<file path="config.mk">
export PLATFORM = sky130hd
export DESIGN_NAME = alu_packet_deserializer_flat
export DESIGN_NICKNAME = d
export VERILOG_FILES = /design/src/rtl/alu_packet_deserializer_if.sv /design/src/rtl/alu_packet_deserializer.sv /design/src/flat_wrapper.sv
export SDC_FILE = /design/constraint.sdc
export NUM_CORES = 1
export LEC_CHECK = 0
export BUFFER_PORTS_ARGS = -buffer_cell sky130_fd_sc_hd__clkbuf_2
export CAP_MARGIN = 20
export CORE_ASPECT_RATIO = 1.5
export CORE_MARGIN = 2
export CORE_UTILIZATION = 40
export DETAILED_ROUTE_END_ITERATION = 16
export PLACE_DENSITY = 0.69
export RECOVER_POWER = 100
export SLEW_MARGIN = 25
export SYNTH_ARGS = -nofsm -noshare
export SYNTH_HDL_FRONTEND = slang
export SYNTH_SLANG_ARGS = --single-unit
export TNS_END_PERCENT = 5
</file>
<file path="constraint.sdc">
create_clock -name clk -period 5.9 [get_ports clk]
set_clock_uncertainty 0.1 [all_clocks]
set_input_delay 1.18 -clock clk [delete_from_list [all_inputs] [get_ports clk]]
set_output_delay 1.18 -clock clk [all_outputs]
set_load 0.01 [all_outputs]
</file>
<file path="src/rtl/alu_packet_deserializer_if.sv">
// alu_packet_deserializer_if: serial line in, completed packet out with valid/ready handshake
interface alu_packet_deserializer_if #(parameter int N_DATA = 8);
    logic                sin;
    logic [8*N_DATA-1:0] out_data;
    logic [2:0]          out_op;
    logic [2:0]          out_err;
    logic                out_valid;
    logic                out_ready;
    logic                ovf;
    modport master (input sin, out_ready, output out_data, out_op, out_err, out_valid, ovf);
    modport slave (output sin, out_ready, input out_data, out_op, out_err, out_valid, ovf);
endinterface

</file>
<file path="src/rtl/alu_packet_deserializer.sv">
// alu_packet_deserializer: receives DATA/CMD serial frames, checks count and CRC-4, presents packets
module alu_packet_deserializer #(
    parameter int N_DATA = 8,
    parameter int CLKS_PER_BIT = 1
) (
    input logic clk,
    input logic rst,
    alu_packet_deserializer_if.master bus
);
    typedef enum logic [2:0] {IDLE, START, TYPE, BITS, STOP, RESYNC} state_t;
    localparam int HALF = CLKS_PER_BIT / 2;
    localparam int FW = $clog2(N_DATA + 2);
    state_t st, st_nx;
    logic [7:0] cnt, sh;
    logic [2:0] bcnt, err_nx;
    logic typ, sin_q, smp, stop_ok, stop_bad, pkt_end;
    logic [FW-1:0] fcnt;
    logic [3:0] crc, crc_dat, crc_cmd;
    logic [8*N_DATA-1:0] buff;

    function automatic logic [3:0] crc_upd(input logic [3:0] c, input logic [7:0] d, input int n);
        logic [3:0] r;
        r = c;
        for (int i = 7; i >= 8 - n; i--) r = {r[2:0], 1'b0} ^ ((r[3] ^ d[i]) ? 4'h3 : 4'h0);
        return r;
    endfunction

    always_comb begin
        st_nx = st;
        smp = cnt == 8'(CLKS_PER_BIT - 1);
        case (st)
            IDLE: st_nx = (!bus.sin && sin_q) ? (HALF == 0 ? TYPE : START) : IDLE;
            START: st_nx = cnt == 8'(HALF) ? (bus.sin ? IDLE : TYPE) : START;
            TYPE: st_nx = smp ? BITS : TYPE;
            BITS: st_nx = (smp && bcnt == 3'd7) ? STOP : BITS;
            STOP: st_nx = smp ? (bus.sin ? IDLE : RESYNC) : STOP;
            RESYNC: st_nx = bus.sin ? IDLE : RESYNC;
            default: st_nx = IDLE;
        endcase
        stop_ok = st == STOP && smp && bus.sin;
        stop_bad = st == STOP && smp && !bus.sin;
        pkt_end = stop_bad || (stop_ok && typ);
        crc_dat = crc_upd(crc, sh, 8);
        crc_cmd = crc_upd(crc, {1'b1, sh[6:4], 4'd0}, 4);
        err_nx = stop_bad ? 3'b001 : fcnt != FW'(N_DATA) ? 3'b100 : crc_cmd != sh[3:0] ? 3'b010 : 3'b000;
    end

    // cnt counts cycles since the previous bit sample; from IDLE it counts from the falling edge
    always_ff @(posedge clk or posedge rst) begin
        if (rst) begin
            st <= IDLE;
            cnt <= '0;
            sh <= '0;
            bcnt <= '0;
            typ <= 1'b0;
            sin_q <= 1'b0;
            fcnt <= '0;
            crc <= '0;
            buff <= '0;
            bus.out_data <= '0;
            bus.out_op <= '0;
            bus.out_err <= '0;
            bus.out_valid <= 1'b0;
            bus.ovf <= 1'b0;
        end else begin
            st <= st_nx;
            sin_q <= bus.sin;
            cnt <= st == IDLE ? 8'(st_nx == START) : (st_nx != st || (smp && st != START)) ? 8'd0 : cnt + 8'd1;
            if (st == TYPE && smp) typ <= bus.sin;
            if (st == BITS && smp) begin
                sh <= {sh[6:0], bus.sin};
                bcnt <= bcnt + 3'd1;
            end
            if (pkt_end) begin
                fcnt <= '0;
                crc <= '0;
                buff <= '0;
            end else if (stop_ok) begin
                buff <= (8*N_DATA)'({buff, sh});
                fcnt <= fcnt == FW'(N_DATA + 1) ? fcnt : fcnt + FW'(1);
                crc <= crc_dat;
            end
            bus.ovf <= pkt_end && bus.out_valid && !bus.out_ready;
            if (pkt_end && !(bus.out_valid && !bus.out_ready)) begin
                bus.out_valid <= 1'b1;
                bus.out_err <= err_nx;
                bus.out_data <= err_nx == 3'b000 ? buff : '0;
                bus.out_op <= err_nx == 3'b000 ? sh[6:4] : 3'b000;
            end else if (bus.out_valid && bus.out_ready) begin
                bus.out_valid <= 1'b0;
            end
        end
    end
endmodule

</file>
<file path="src/flat_wrapper.sv">
// flat-port wrapper written by rule: the top's interface ports become plain ports
module alu_packet_deserializer_flat 
#(
    parameter int N_DATA = 8,
    parameter int CLKS_PER_BIT = 1
)
  (clk, rst, bus_sin, bus_out_ready, bus_out_data, bus_out_op, bus_out_err, bus_out_valid, bus_ovf);
  alu_packet_deserializer_if #(.N_DATA(N_DATA)) bus_i ();
  input logic clk;
  input logic rst;
  input wire logic [$bits(bus_i.sin)-1:0] bus_sin;
  input wire logic [$bits(bus_i.out_ready)-1:0] bus_out_ready;
  output wire logic [$bits(bus_i.out_data)-1:0] bus_out_data;
  output wire logic [$bits(bus_i.out_op)-1:0] bus_out_op;
  output wire logic [$bits(bus_i.out_err)-1:0] bus_out_err;
  output wire logic [$bits(bus_i.out_valid)-1:0] bus_out_valid;
  output wire logic [$bits(bus_i.ovf)-1:0] bus_ovf;
  assign bus_i.sin = bus_sin;
  assign bus_i.out_ready = bus_out_ready;
  assign bus_out_data = bus_i.out_data;
  assign bus_out_op = bus_i.out_op;
  assign bus_out_err = bus_i.out_err;
  assign bus_out_valid = bus_i.out_valid;
  assign bus_ovf = bus_i.ovf;
  alu_packet_deserializer #(.N_DATA(N_DATA), .CLKS_PER_BIT(CLKS_PER_BIT)) u_core (.clk(clk), .rst(rst), .bus(bus_i));
endmodule
</file>
==> impl_metrics.toml, run 1 <==
[run_status]
status = "finished with violations"
violations = "capacitance limit, slew limit"

[cts]
numCtsBuffers = 17
cts_tree = "yes"
cts_resized = 0
clk_latency_ns = 0.42
cts_hold_buf = 0
ctsHtreeMaxLevel = 4
clock-sinks = 168
cts_setup_buffers = 0
cts.reportedPaths.clkPinSlew_ns = 0.06
clock-root-buffer = "clkbuf_16"
clockBufferDepth = 2

[synth]
yosysTopAreaCellShare_pct = 59.8
async_flop_share_pct = 100
yosys-top-cells-area = "dfrtp_1, a32o_1, nand2_1, nand3_1, buf_6"
synthAdderAreaFrac_pct = 1.25
synth_edf_count = 0
seq_area_frac_synth_pct = 59.8
synth-simple-area-share_pct = 15.7
syn_nets = 630
netlist_instances = 619
synth-xor-area-share_pct = 4.27
syn_area_per_cell_sq_um = 11.4
synth_commonest_cells = "dfrtp_1, nand2_1, nand3_1"
yosysMostFrequentCell = "dfrtp_1"
ys_ff_latch = 168
synthFlopType = "dfrtp_1"
ys_types = 47
syn_area_sq_um = 7030
synth-compound-area-share_pct = 12.7
synth_top_family_by_area = "simple AND/OR/NAND/NOR gates"
synth_mux_area_share_pct = 1.76
synth_top_area_cell = "dfrtp_1"
ys_warn_count = 0

[layout]
syn_to_final_growth_pct = 13.3
diodes = 0
final_util_pct = 46.1
final_nets = 682
drive_above_1_share_pct = 7.18

[critical_path]
end_kind = "register"
reg2reg_to = "u_core.bus.out_data[8]"
startpoint_type = "register"
reg2reg_slack_ns = 1.60
critPathRequiredTime_ns = 6.15
path_max_fanout = 39
reg2regPathDepth = 7
crit_path_start = "u_core.cnt[0]"
r2r-start = "u_core.cnt[0]"
worstPathArrival_ns = 4.55
crit_type = "register to register"
endpoint = "u_core.bus.out_data[8]"

[timing]
period_minus_slack_ns = 4.30
slew_viol_final = 243
min_period_over_period_pct = 72.8
finalSetupViolCount = 0
setup_tns_ns = 0
rsz0062_at_grt = "no"
relSlewSlack_pct = -120
worst_pin_slew_ns = 3.30
hold_viol = 0
fmax_ghz = 0.233

[hold_path]
min_path_type = "register to register"

[power_and_ir_drop]
ir_drop_uv = 265
p_int_w = 0.00259
powerDensity_nw_per_um2 = 494
comb_power_share_pct = 26.5
clkPwrFrac_pct = 28.9
p_seq_share_pct = 44.6
switching_power_w = 0.00135
switching_share_pct = 34.2
p_leak_nw = 3.75

[die]
fp-row-count = 59
dieHeight_um = 166
core-area_sq_um = 17300
io-pin-count = 76
initial_core_util_pct = 40.7
die_w_um = 112
die-area_sq_um = 18700

[placement]
place.gp.congestion = 0.812
port_buffers = 75
place_hpwl_mm = 10.4

[global_routing]
gr-total-overflow = 0
first_global_vias = 5224
grt_max_degree = 81
antenna_found_initial = 0
grt_pass1_wl_mm = 26.9
gr-usage-all-layers_pct = 17.8

[detailed_routing]
vias_per_cell = 5.64
drtAntennaViolNets = 0
wire_per_inst_um = 18.1
vias = 5052
wl_mm = 16.2
drtPass1Iterations = 5
drt_iter0_drc = 364
drc_errors = 0

[job]
max_cap_violations = 5
-- state kept, by name, indices dropped and copies added (netlist names) --
register              cells
u_core.crc                4
u_core.typ                1
u_core.sin_q              1
u_core.bus.out_op         3
u_core.fcnt               4
u_core.sh                 8
u_core.st                 3
u_core.bcnt               3
u_core.buff              64
u_core.bus.out_err        3
u_core.bus.ovf            1
u_core.cnt                8
u_core.bus.out_valid      1
u_core.bus.out_data      64
-- cells by family after synthesis --
logic type	after synthesis
xor+xnor	22
compound gates	103
fa+ha+maj	7
mux	11
flops	168
buf+inv	60
simple gates	248
-- per-stage QoR --
step | total power [W] | worst slack (ns) | cell area, sq um | hold WS, ns | std cells
4_1_cts | 0.00396 | 2.46 | 8080 | 0.372 | 895
3_5_place_dp | 0.00281 | 2.44 | 7480 | 0.357 | 865
3_3_place_gp | 0.00274 | 2.56 | 7480 | 0.356 | 865
5_1_grt | 0.00415 | 1.19 | 7970 | 0.404 | 895
6_report | 0.00394 | 1.60 | 7970 | 0.367 | 895
2_1_floorplan | 0.00258 | 0.0733 | 7030 | 0.338 | 619
-- worst max-delay path, stage by stage, from the launching register on --
cell	delay (ns)
dfrtp_1	0.43
inv_1	0.08
ha_1	0.15
nor3b_1	0.34
and3_1	1.02
and4_1	1.40
buf_4	0.48
a32o_1	0.22
-- layout make-up --
type,instances,area (sq um)
Clock buffer,20,457
Sequential cell,168,4200
Inverter,10,38.8
Timing Repair Buffer,83,335
Tap cell,213,267
Clock inverter,10,145
Multi-Input combinational cell,391,2520
Fill cell,1647,9300
-- cell usage in the layout, fill, tap and decap left out, drive strengths merged, types with 2 or more instances in the layout --
| master | instances |
|---|---|
| a21oi | 4 |
| a32o | 65 |
| and2 | 2 |
| and3 | 3 |
| and3b | 2 |
| buf | 5 |
| bufinv | 3 |
| clkbuf | 98 |
| clkinv | 3 |
| clkinvlp | 3 |
| dfrtp | 168 |
| ha | 7 |
| inv | 11 |
| mux2 | 11 |
| nand2 | 138 |
| nand2b | 3 |
| nand3 | 76 |
| nor2 | 11 |
| nor2b | 2 |
| nor3 | 2 |
| nor3b | 3 |
| o211ai | 2 |
| o21ai | 16 |
| o22ai | 3 |
| o31ai | 5 |
| xnor2 | 9 |
| xnor3 | 4 |
| xor2 | 6 |
| xor3 | 3 |
-- how the worst min path moves through the flow --
stage / to / from / depth (start not counted) / slack [ns]
final: u_core.buff[62] / u_core.buff[62] / 2 / 0.37
after floorplan: u_core.buff[63] / u_core.buff[63] / 2 / 0.34
after CTS: u_core.buff[62] / u_core.buff[62] / 2 / 0.37
after global placement: u_core.buff[58] / u_core.buff[58] / 2 / 0.36
after detailed placement: u_core.buff[62] / u_core.buff[62] / 2 / 0.36
after global routing: u_core.bus.out_data[16] / u_core.bus.out_data[16] / 1 / 0.40
-- power groups by stage --
| stage | Clock, W | Combinational [W] | Sequential [W] |
|---|---|---|---|
| detailed placement | 0 | 0.00104 | 0.00177 |
| global placement | 0 | 0.000990 | 0.00175 |
| finish | 0.00114 | 0.00104 | 0.00176 |
| CTS | 0.00115 | 0.00105 | 0.00175 |
| floorplan | 0 | 0.000952 | 0.00163 |
| global route | 0.00119 | 0.00117 | 0.00179 |
-- routing by layer --
| metal | up-vias | global-route usage [%] | part of all wire (%) |
|---|---|---|---|
| li1 | 2310 | - | - |
| met1 | 2596 | 21.3 | 40 |
| met2 | 115 | 31.4 | 54 |
| met3 | 31 | 3.39 | 3.5 |
| met4 | 0 | 6.79 | 2.4 |
| met5 | - | 0 | 0 |
(Power assumes the default switching activity.)
==> run 2, diff against run 1 <==
==> constraint.sdc (replaced) <==
create_clock -name clk -period 3.9 [get_ports clk]
set_clock_uncertainty 0.1 [all_clocks]
set_input_delay 0.78 -clock clk [delete_from_list [all_inputs] [get_ports clk]]
set_output_delay 0.78 -clock clk [all_outputs]
set_load 0.01 [all_outputs]
==> run 2 against run 1 <==
The flow still finishes with violations (capacitance limit, slew limit). Worst hold slack lost 0.020 ns. First-iteration DRC count up 17%. Sequential share of layout area hardly changed. Register-to-register slack got worse by 0.87 ns. Maximum frequency up 36%. Global-route usage up 0.14 points. Clock-buffer cell count unchanged. Die area stayed put. Final area barely moved. Non-clock buffer count rose by 3. Combinational power up 51%. Critical path type unchanged. Largest cell class unchanged.
==> impl_metrics.toml, run 2 (synthesis results as in run 1) <==
[detailed_routing]
drc_errors = 0
vias = 5027
drtAntennaViolNets = 0
wl_mm = 16.1
wire_per_inst_um = 17.9
vias_per_cell = 5.59
drt_iter0_drc = 425
drtPass1Iterations = 5

[hold_path]
min_path_type = "input pin to async pin"

[cts]
cts.reportedPaths.clkPinSlew_ns = 0.07
clockBufferDepth = 2
numCtsBuffers = 17
cts_hold_buf = 0
ctsHtreeMaxLevel = 4
cts_resized = 0
clock-sinks = 168
cts_tree = "yes"
clk_latency_ns = 0.42
cts_setup_buffers = 0
clock-root-buffer = "clkbuf_16"

[critical_path]
end_kind = "register"
startpoint_type = "register"
critPathRequiredTime_ns = 4.12
crit_type = "register to register"
worstPathArrival_ns = 3.39
reg2reg_slack_ns = 0.73
reg2regPathDepth = 7
path_max_fanout = 51
reg2reg_to = "u_core.fcnt[3]"
r2r-start = "u_core.cnt[0]"

[layout]
syn_to_final_growth_pct = 13.4
multi_input_area_sq_um = 2530
layout.cells.non_filler = 900
final-seq-area_sq_um = 4200
fillCellCount = 1612
diodes = 0
drive_above_1_share_pct = 8.15
final_nets = 685
final_cell_mix = "dfrtp_1, nand2_1, nand3_1, clkbuf_1, a32o_1"
fin_area_sq_um = 7970
final_common_cell = "dfrtp_1"
reg_top3 = "u_core.buff: 64 flops, u_core.bus.out_data: 64 flops"

[run_status]
status = "finished with violations"
violations = "capacitance limit, slew limit"

[timing]
setup_tns_ns = 0
rsz0062_at_grt = "no"
relSlewSlack_pct = -31.2
period_minus_slack_ns = 3.17
hold_viol = 0
min_period_over_period_pct = 81.2
worst_pin_slew_ns = 1.97
slew_viol_final = 233
finalSetupViolCount = 0
fmax_ghz = 0.316

[global_routing]
grt-busiest-layer = "met2"
grt_max_degree = 81
grt_use_met2_pct = 30.9
antenna_found_initial = 0
grt_util_met3_pct = 4.82
grt_pass1_wl_mm = 27.1
gr-total-overflow = 0
gr-usage-all-layers_pct = 17.9
first_global_vias = 5246
met1_usage_pct = 21.4

[die]
dieHeight_um = 166
io-pin-count = 76
die-area_sq_um = 18700
fp-row-count = 59
initial_core_util_pct = 40.7
core-area_sq_um = 17300
die_w_um = 112

[placement]
dpl_cell_area_sq_um = 7520
port_buffers = 75
dp.cells = 868
place_hpwl_mm = 10.7
place.gp.congestion = 0.771

[power_and_ir_drop]
ir_drop_uv = 380
p_leak_nw = 3.76
powerDensity_nw_per_um2 = 737

[job]
max_cap_violations = 3
[run 2: where the power goes]
part           internal, W  switching, W
Clock             0.000974      0.000677
Sequential         0.00218      0.000485
Combinational     0.000705      0.000863
[run 2: how the worst max path moves through the flow]
| stage | startpoint | end | slack (ns) | depth (start not counted) |
|---|---|---|---|---|
| 2_1_floorplan | rst | u_core.bcnt[0] | 0.88 | 1 |
| 3_3_place_gp | u_core.cnt[0] | u_core.bus.out_data[60] | 0.96 | 7 |
| 3_5_place_dp | u_core.cnt[0] | u_core.bus.out_data[30] | 0.83 | 7 |
| 4_1_cts | u_core.cnt[0] | u_core.bus.out_data[30] | 0.81 | 7 |
| 5_1_grt | rst | u_core.buff[7] | 0.48 | 3 |
| 6_report | u_core.cnt[0] | u_core.fcnt[3] | 0.73 | 7 |
[run 2: per-layer routing]
layer	share of wire, %	vias to the layer above
li1	-	2314
met1	41	2585
met2	53	109
met3	3.8	19
met4	2.1	0
met5	0	-
[run 2: layout make-up]
type	instances	share of cell area [%]
sequential	168	52.7
multi-input combinational	391	31.7
clock buffer	20	5.73
timing repair buffer	86	4.46
tap	213	3.34
clock inverter	12	1.58
inverter	10	0.486
[run 2: metrics by stage]
stage | util (%) | setup slack [ns] | hold slack [ns] | total power [W]
after floorplan | - | 0.879 | 0.338 | 0.00390
after global placement | 43.6 | 0.959 | 0.354 | 0.00418
after detailed placement | 43.6 | 0.834 | 0.361 | 0.00427
after CTS | 46.9 | 0.815 | 0.267 | 0.00593
after global routing | 46.2 | 0.480 | 0.406 | 0.00623
final | 46.2 | 0.732 | 0.348 | 0.00588
[run 2: critical path, stage by stage, from the launching register on]
cell,delay [ns]
dfrtp_1,0.43
inv_1,0.08
ha_1,0.16
nor3b_1,0.35
and3_2,0.54
clkbuf_2,0.86
nand2_1,0.24
o31ai_1,0.30
